**config.mk**
```make
export PLATFORM = sky130hd
export DESIGN_NAME = ad_scan_seq
export DESIGN_NICKNAME = d
export VERILOG_FILES = /design/src/rtl/ad_scan_seq.sv
export SDC_FILE = /design/constraint.sdc
export NUM_CORES = 1
export LEC_CHECK = 0
export ABC_AREA = 1
export ABC_CLOCK_PERIOD_IN_PS = 1900
export BUFFER_PORTS_ARGS = -buffer_cell sky130_fd_sc_hd__buf_2
export CAP_MARGIN = 20
export CORE_MARGIN = 2
export CORE_UTILIZATION = 30
export DETAILED_ROUTE_END_ITERATION = 12
export GPL_TIMING_DRIVEN = 0
export PLACE_DENSITY_LB_ADDON = 0.3
export SYNTH_ARGS = -nofsm -noshare
export SYNTH_HDL_FRONTEND = slang
export SYNTH_SLANG_ARGS = --single-unit
```
**constraint.sdc**
```tcl
create_clock -name SYSCLK -period 1.9 [get_ports SYSCLK]
set_input_delay 0.285 -clock SYSCLK [delete_from_list [all_inputs] [get_ports SYSCLK]]
set_output_delay 0.285 -clock SYSCLK [all_outputs]
set_load 0.01 [all_outputs]
```
**src/rtl/ad_scan_seq.sv**
```systemverilog
// Channel-scanning sequencer for the external serial ADC: per channel it settles the mux,
// pulses CNVST, waits on BUSY, shifts the result in MSB first and publishes it with a strobe.
module ad_scan_seq #(
  parameter int NUM_CH     = 16,
  parameter int DATA_W     = 16,
  parameter int SETTLE_CYC = 20,
  parameter int CNV_CYC    = 3,
  parameter int SCLK_HALF  = 2,
  parameter int BUSY_TMO   = 255
) (
  input  logic              SYSCLK,
  input  logic              RESET,
  input  logic              SCAN_EN,
  input  logic              AD_BUSY,
  input  logic              AD_SDOUT,
  output logic              AD_CNVST,
  output logic              AD_SCLK,
  output logic [2:0]        AD_MUX,
  output logic              AD_SEL,
  output logic [DATA_W-1:0] DATA_OUT,
  output logic [3:0]        CH_OUT,
  output logic              DATA_VALID,
  output logic              SCAN_DONE,
  output logic              TMO_ERR
);

  typedef enum logic [2:0] {IDLE, SETTLE, CONVST, WAIT_BUSY, SHIFT, STORE} state_t;

  localparam int MAX_A = (SETTLE_CYC > CNV_CYC) ? SETTLE_CYC : CNV_CYC;
  localparam int MAX_B = (BUSY_TMO > SCLK_HALF) ? BUSY_TMO : SCLK_HALF;
  localparam int MAX_C = (MAX_A > MAX_B) ? MAX_A : MAX_B;
  localparam int CNT_W = ($clog2(MAX_C + 1) < 2) ? 2 : $clog2(MAX_C + 1);
  localparam int BIT_W = $clog2(DATA_W + 1);

  localparam logic [CNT_W-1:0] SETTLE_LAST = CNT_W'(SETTLE_CYC - 1);
  localparam logic [CNT_W-1:0] CNV_LAST    = CNT_W'(CNV_CYC - 1);
  localparam logic [CNT_W-1:0] BUSY_LAST   = CNT_W'(BUSY_TMO - 1);
  localparam logic [CNT_W-1:0] HALF_LAST   = CNT_W'(SCLK_HALF - 1);
  localparam logic [CNT_W-1:0] BUSY_IGN    = CNT_W'(2);
  localparam logic [BIT_W-1:0] BIT_LAST    = BIT_W'(DATA_W - 1);
  localparam logic [3:0]       CH_LAST     = 4'(NUM_CH - 1);

  state_t              state, state_nx;
  logic [CNT_W-1:0]    cnt;
  logic                phase;
  logic [BIT_W-1:0]    bcnt;
  logic [DATA_W-1:0]   sr;
  logic [3:0]          ch;
  logic                discard;
  logic                half_end, busy_done, busy_tmo, shift_done;

  always_comb begin
    half_end   = (cnt == HALF_LAST);
    // BUSY is ignored for the first two wait cycles to cover the ADC's rise latency
    busy_done  = (state == WAIT_BUSY) && (cnt >= BUSY_IGN) && !AD_BUSY;
    busy_tmo   = (state == WAIT_BUSY) && (cnt == BUSY_LAST) && !busy_done;
    shift_done = (state == SHIFT) && half_end && phase && (bcnt == BIT_LAST);
  end

  always_ff @(posedge SYSCLK or posedge RESET) begin
    if (RESET) state <= IDLE;
    else       state <= state_nx;
  end

  always_comb begin
    state_nx = state;
    unique case (state)
      IDLE:      if (SCAN_EN) state_nx = SETTLE;
      SETTLE:    if (cnt == SETTLE_LAST) state_nx = CONVST;
      CONVST:    if (cnt == CNV_LAST) state_nx = WAIT_BUSY;
      WAIT_BUSY: if (busy_done) state_nx = SHIFT;
                 else if (busy_tmo) state_nx = STORE;
      SHIFT:     if (shift_done) state_nx = STORE;
      STORE:     state_nx = SCAN_EN ? SETTLE : IDLE;
      default:   state_nx = IDLE;
    endcase
  end

  always_comb begin
    AD_CNVST = (state == CONVST);
    AD_SCLK  = (state == SHIFT) && phase;
    AD_MUX   = ch[2:0];
    AD_SEL   = ch[3];
  end

  // One counter serves every state; in SHIFT it times half-periods of AD_SCLK
  always_ff @(posedge SYSCLK or posedge RESET) begin
    if (RESET) begin
      cnt     <= '0;
      phase   <= 1'b0;
      bcnt    <= '0;
      sr      <= '0;
      ch      <= '0;
      discard <= 1'b0;
    end else begin
      if (state_nx != state) begin
        cnt   <= '0;
        phase <= 1'b0;
        bcnt  <= '0;
      end else if ((state == SHIFT) && half_end) begin
        cnt   <= '0;
        phase <= ~phase;
        if (phase) bcnt <= bcnt + 1'b1;
      end else begin
        cnt <= cnt + 1'b1;
      end
      if ((state == SHIFT) && half_end && !phase) sr <= {sr[DATA_W-2:0], AD_SDOUT};
      if (busy_tmo)            discard <= 1'b1;
      else if (state == STORE) discard <= 1'b0;
      if (state == STORE) ch <= (ch == CH_LAST) ? 4'd0 : ch + 4'd1;
    end
  end

  // Published outputs update together, so the strobe lines up with the new sample
  always_ff @(posedge SYSCLK or posedge RESET) begin
    if (RESET) begin
      DATA_OUT   <= '0;
      CH_OUT     <= '0;
      DATA_VALID <= 1'b0;
      SCAN_DONE  <= 1'b0;
      TMO_ERR    <= 1'b0;
    end else begin
      DATA_VALID <= 1'b0;
      SCAN_DONE  <= 1'b0;
      if ((state == STORE) && !discard) begin
        DATA_OUT   <= sr;
        CH_OUT     <= ch;
        DATA_VALID <= 1'b1;
        SCAN_DONE  <= (ch == CH_LAST);
      end
      if (busy_tmo) TMO_ERR <= 1'b1;
    end
  end

endmodule
```
==> results.sh, run 1 <==
export IMPL_fillers=942
export IMPL_finalCriticalPeriod_ns=1.76
export IMPL_stdcell_count=466
export IMPL_max_clock_freq_mhz=569
export IMPL_grt_max_degree=42
export IMPL_vdd_drop_max_v=0.000617
export IMPL_seq_area_frac_synth_pct=54.5
export IMPL_io_pins=34
export IMPL_arrival_ns=2.02
export IMPL_coreArea_um2=9150
export IMPL_end_kind="flip-flop"
export IMPL_num_vias=2031
export IMPL_finalSetupViolCount=0
export IMPL_routabilityCongestion=0.777
export IMPL_status="completed"
export IMPL_firstDrtPassIters=4
export IMPL_synth_area_per_cell_um2=9.31
export IMPL_crit_slowest_cell="dfrtp_1"
export IMPL_fp_row_count=35
export IMPL_final_design_area_no_fill_um2=3370
export IMPL_antenna_found_initial=0
export IMPL_ant_nets=0
export IMPL_clock_skew_ns=0.00803
export IMPL_crit_chain="ha_1 > inv_1 > nand3_1 > o21ai_4 > nand2_1 > nor3_4 > nand2_4 > buf_12 > nor2_4"
export IMPL_grtUsageTotal_pct=11.6
export IMPL_clock_sinks=61
export IMPL_min_period_over_period_pct=92.6
export IMPL_ys_seq_elements=61
export IMPL_drtIter0Drc=70
export IMPL_synth_cell_types=29
export IMPL_criticalPathCategory="reg2reg"
export IMPL_critPathMaxStageDelay_ns=0.41
export IMPL_dpl_worst_slack_ns=0.0944
export IMPL_syn2layout_area_growth_pct=20.4
export IMPL_clockBufferDepth=2
export IMPL_drt_total_wl_mm=5.33
export IMPL_vias_per_cell=4.36
export IMPL_crit_required_ns=2.16
export IMPL_post_dp_cell_area_um2=3130
export IMPL_post_drt_wl_per_cell_um=11.4
export IMPL_final_hold_violation_count=0
export IMPL_p_leak_nw=1.61
export IMPL_synthCells=301
export IMPL_cts_tree="done"
export IMPL_portBuffers=33
export IMPL_dp_hpwl_mm=3.84
export IMPL_dieArea_um2=10100
export IMPL_start_util_pct=30.6
export IMPL_fin_util_pct=36.9
export IMPL_first_global_vias=2042
export IMPL_placed_cells=446
export IMPL_drc=0
export IMPL_drive_gt1_share_pct=27.3
export IMPL_layout_common_cells="nand2_1 (65), dfrtp_1 (61), inv_1 (38)"
export IMPL_tightest_slew_ns=0.490
export IMPL_hp_class="in2reg"
export IMPL_overflow=0
export IMPL_clkTransAtPathRegs_ns=0.07
export IMPL_clkLatencyLatePin_ns=0.32
export IMPL_grt_pass1_wl_mm=9.27
export IMPL_cp_top_family="simple AND/OR/NAND/NOR gates"
export IMPL_die_width_um=101
export IMPL_h_tree_depth=3
export IMPL_cap_violations=0
export IMPL_die_h_um=101
export IMPL_cp_buffers_inverters=2
export IMPL_final_common_cell="nand2_1"
export IMPL_synth_fp_nets=312
export IMPL_slew_viol_final=0
export IMPL_synth_area_um2=2800
export IMPL_cts_root_buffer="clkbuf_8"
export IMPL_num_antenna_cells=0
export IMPL_yosysWarnings=0
export IMPL_cp_max_fo=10
export IMPL_startpoint_type="flip-flop"
export IMPL_nets=361
export IMPL_numCtsBuffers=9
export IMPL_slew_headroom_pct=67.3
export IMPL_layout_setup_ws_ns=0.141
export IMPL_p_per_area_nw_per_um2=1000
-- power breakdown --
group,switching [W],internal (W),total [W]
sequential,0.0000939,0.00139,0.00148
clock,0.000501,0.000636,0.00114
combinational,0.000452,0.000306,0.000758
-- routing by layer --
| metal | vias to the layer above | global-route usage, % | part of all wire (%) |
|---|---|---|---|
| li1 | 1039 | - | - |
| met1 | 962 | 14.7 | 47 |
| met2 | 25 | 18.9 | 49 |
| met3 | 5 | 2.64 | 3.0 |
| met4 | 0 | 5.06 | 1.2 |
| met5 | - | 0 | 0 |
-- logic make-up (layout without fill, tap and decap cells) --
kind of cell             count (synthesis)  count (layout)  share of synthesized area (%)
AO/OA/AOI/OAI                           45              45                           8.48
XOR/XNOR                                 8               8                           2.50
adder cells (fa/ha/maj)                  6               6                           2.68
buffers and inverters                   52             106                           7.72
flip-flops                              61              61                           54.5
AND/OR/NAND/NOR                        129             129                           24.2
-- worst paths after layout --
check	from	end	slack [ns]	cells after the start
max in group asynchronous	RESET	sr[2]$_DFFE_PP0P_	0.79	4
worst max-delay path	cnt[1]$_DFF_PP0_	cnt[4]$_DFF_PP0_	0.14	9
min in group asynchronous	RESET	cnt[1]$_DFF_PP0_	0.53	3
worst min register to register	discard$_DFFE_PP0P_	DATA_VALID$_DFF_PP0_	0.45	1
worst max register to register	cnt[1]$_DFF_PP0_	cnt[4]$_DFF_PP0_	0.14	9
worst min-delay path	AD_SDOUT	sr[0]$_DFFE_PP0P_	0.19	3
-- tightest hold or removal path: stages --
cell and delay (ns):
buf_2 0.08, nand2_1 0.05, o21ai_0 0.06
-- synth_stat cells --
master	instances	share of area, %
o21ai_1	14	2.5
nand3_2	2	0.71
nand4_1	3	0.67
clkbuf_1	3	0.40
inv_2	5	0.67
o211ai_1	1	0.27
nor3_2	1	0.36
o21ai_2	1	0.31
nand2_4	1	0.40
nor3_4	1	0.58
nor2_1	16	2.1
nor2_2	8	1.8
and3_1	1	0.22
buf_12	1	0.71
inv_1	39	5.2
dfrtp_1	61	54
a21boi_2	1	0.40
nor2_4	11	4.4
o21ai_0	28	5.0
xor2_1	8	2.5
nor3_1	2	0.36
nand3_1	10	1.8
nor3b_2	1	0.45
nand2_2	5	1.1
buf_2	4	0.71
nand2_1	65	8.7
or2_2	1	0.22
nor4_1	1	0.22
ha_1	6	2.7
-- metrics by stage --
stage | hold WS [ns] | TNS [ns] | total power, W
final | 0.188 | 0 | 0.00338
after global routing | 0.217 | -0.261 | 0.00360
after CTS | 0.171 | 0 | 0.00339
after detailed placement | 0.353 | 0 | 0.00222
after global placement | 0.443 | -46.42 | 0.00221
after floorplan | 0.406 | 0 | 0.00209
-- area by class of cell --
cell class	count	area (µm²)	share of cell area [%]
flip-flops and latches	61	1530	45.3
multi-input cells	188	1070	31.8
repair buffers	38	218	6.45
inverters	44	165	4.90
well taps	111	139	4.12
clock buffers	10	138	4.08
clock inverters	6	62.6	1.85
plain buffers	8	51.3	1.52
-- registers in the layout, indices dropped and copies added, names as in the netlist, 3 cells and up --
| name | count |
|---|---|
| state | 3 |
| ch | 4 |
| DATA_OUT | 16 |
| cnt | 8 |
| CH_OUT | 4 |
| bcnt | 5 |
| sr | 16 |
-- what timing repair did --
action	4_1_cts	5_1_grt
hold buffers	1	0
resized for setup	0	2
hold endpoints to repair	20	0
setup endpoints to repair	0	10
setup buffers	0	3
No activity file was read; power rests on OpenSTA's default activity.
==> inputs of run 2 (changes only) <==
Settings changed: PLACE_DENSITY_LB_ADDON 0.3 to 0.12.
==> results.sh, run 2 (synthesis results as in run 1) <==
export IMPL_criticalPathCategory="reg2reg"
export IMPL_slew_headroom_pct=42.0
export IMPL_crit_chain="inv_1 > ha_1 > inv_1 > nand3_1 > o21ai_4 > nand2_1 > nor3_4 > nand2_4 > buf_12 > nor2_4"
export IMPL_tightest_slew_ns=0.868
export IMPL_vias_per_cell=4.35
export IMPL_arrival_ns=2.01
export IMPL_clock_sinks=61
export IMPL_num_vias=2026
export IMPL_drive_gt1_share_pct=28.2
export IMPL_drc=0
export IMPL_final_hold_violation_count=0
export IMPL_min_period_over_period_pct=91.5
export IMPL_finalPower_w=0.00334
export IMPL_max_clock_freq_mhz=575
export IMPL_grt_max_degree=39
export IMPL_grtUsageTotal_pct=12.8
export IMPL_final_common_cell="nand2_1"
export IMPL_overflow=0
export IMPL_layout_common_cells="nand2_1 (65), dfrtp_1 (61), inv_1 (38)"
export IMPL_dpl_worst_slack_ns=0.104
export IMPL_clkLatencyLatePin_ns=0.34
export IMPL_drt_total_wl_mm=5.68
export IMPL_cts_root_buffer="clkbuf_8"
export IMPL_coreArea_um2=9150
export IMPL_p_leak_nw=1.60
export IMPL_ctsHoldBuffers=0
export IMPL_p_per_area_nw_per_um2=992
export IMPL_critPathMaxStageDelay_ns=0.41
export IMPL_dp_hpwl_mm=3.90
export IMPL_num_antenna_cells=0
export IMPL_dieArea_um2=10100
export IMPL_clkTransAtPathRegs_ns=0.08
export IMPL_h_tree_depth=3
export IMPL_die_h_um=101
export IMPL_cts_tree="done"
export IMPL_end_kind="flip-flop"
export IMPL_crit_required_ns=2.18
export IMPL_fp_row_count=35
export IMPL_slew_viol_final=0
export IMPL_cp_max_fo=10
export IMPL_reg_top3="DATA_OUT x16, sr x16, cnt x8"
export IMPL_layout_setup_ws_ns=0.162
export IMPL_status="completed"
export IMPL_first_global_vias=2104
export IMPL_crit_slowest_cell="dfrtp_1"
export IMPL_rsz0062_at_grt="no"
export IMPL_finalCriticalPeriod_ns=1.74
export IMPL_post_drt_wl_per_cell_um=12.2
export IMPL_cp_common_cell="inv_1"
export IMPL_finalSetupViolCount=0
export IMPL_vdd_drop_max_v=0.000525
export IMPL_ant_nets=0
export IMPL_portBuffers=33
export IMPL_firstDrtPassIters=4
export IMPL_start_util_pct=30.6
export IMPL_routabilityCongestion=0.761
export IMPL_io_pins=34
export IMPL_nets=361
export IMPL_antenna_found_initial=0
export IMPL_startpoint_type="flip-flop"
export IMPL_syn2layout_area_growth_pct=20.0
export IMPL_grt_pass1_wl_mm=9.96
export IMPL_clock_skew_ns=0.00617
export IMPL_cap_violations=0
export IMPL_drtIter0Drc=65
export IMPL_numCtsBuffers=9
export IMPL_hp_class="in2async"
export IMPL_die_width_um=101
export IMPL_clockBufferDepth=2
-- run 2: cell types whose count changed in the layout (fill, tap and decap cells not counted), sizes merged --
cell	previous run	this run
dlygate4sd3	1	0
buf	42	43
clkinvlp	3	4
bufinv	1	0
clkinv	2	1
inv	44	45
-- run 2: power by group --
part | internal, W | switching (W) | leakage, nW
logic | 0.000318 | 0.000448 | 0.693
registers | 0.00139 | 0.000107 | 0.825
clock network | 0.000514 | 0.000561 | 0.0811
total | 0.00222 | 0.00112 | 1.60
-- run 2: cell type report --
type                       instances  area (µm²)
buffer                             8        51.3
clock buffer                      10         138
clock inverter                     6        47.5
fill                             937        5790
inverter                          44         165
multi-input combinational        188        1080
sequential                        61        1530
tap                              111         139
timing repair buffer              38         215
-- run 2: worst max-delay path: cells and delay by family (launching register included) --
kind / cells / cell delay (ns)
compound gates: 1 / 0.19
fa+ha+maj: 1 / 0.21
buf+inv: 3 / 0.31
flops: 1 / 0.41
simple gates: 5 / 0.54
-- run 2: final timing paths --
kind / start / end / slack (ns) / cells after the start
hold reg to reg: discard$_DFFE_PP0P_ / DATA_VALID$_DFF_PP0_ / 0.45 / 1
setup reg to reg: cnt[0]$_DFF_PP0_ / cnt[1]$_DFF_PP0_ / 0.16 / 10
setup / recovery: cnt[0]$_DFF_PP0_ / cnt[1]$_DFF_PP0_ / 0.16 / 10
hold / removal: RESET / DATA_OUT[12]$_DFFE_PP0P_ / 0.12 / 2
max in group asynchronous: RESET / CH_OUT[1]$_DFFE_PP0P_ / 1.16 / 3
min in group SYSCLK: AD_SDOUT / sr[0]$_DFFE_PP0P_ / 0.16 / 3
-- run 2: layer usage --
metal	track usage, %	share of wire, %	vias to the layer above
met2	20.4	47	34
met3	4.37	3.8	7
met1	15.7	47	944
met5	0	0	-
met4	5.58	1.5	0
li1	-	-	1041
-- run 2: metrics by stage --
step | std cells | TNS, ns | area, µm² | util, % | hold WS [ns]
floorplan | 301 | 0 | 2800 | - | 0.406
global placement | 445 | -53.11 | 3110 | 33.9 | 0.443
detailed placement | 446 | 0 | 3130 | 34.2 | 0.445
CTS | 462 | 0 | 3310 | 36.2 | 0.148
global route | 466 | 0 | 3360 | 36.7 | 0.164
finish | 466 | 0 | 3360 | 36.7 | 0.124
-- run 2: repair_timing --
action | in CTS | in global routing
setup buffers | 0 | 4
resized for setup | 0 | 5
setup endpoints to repair | 0 | 10
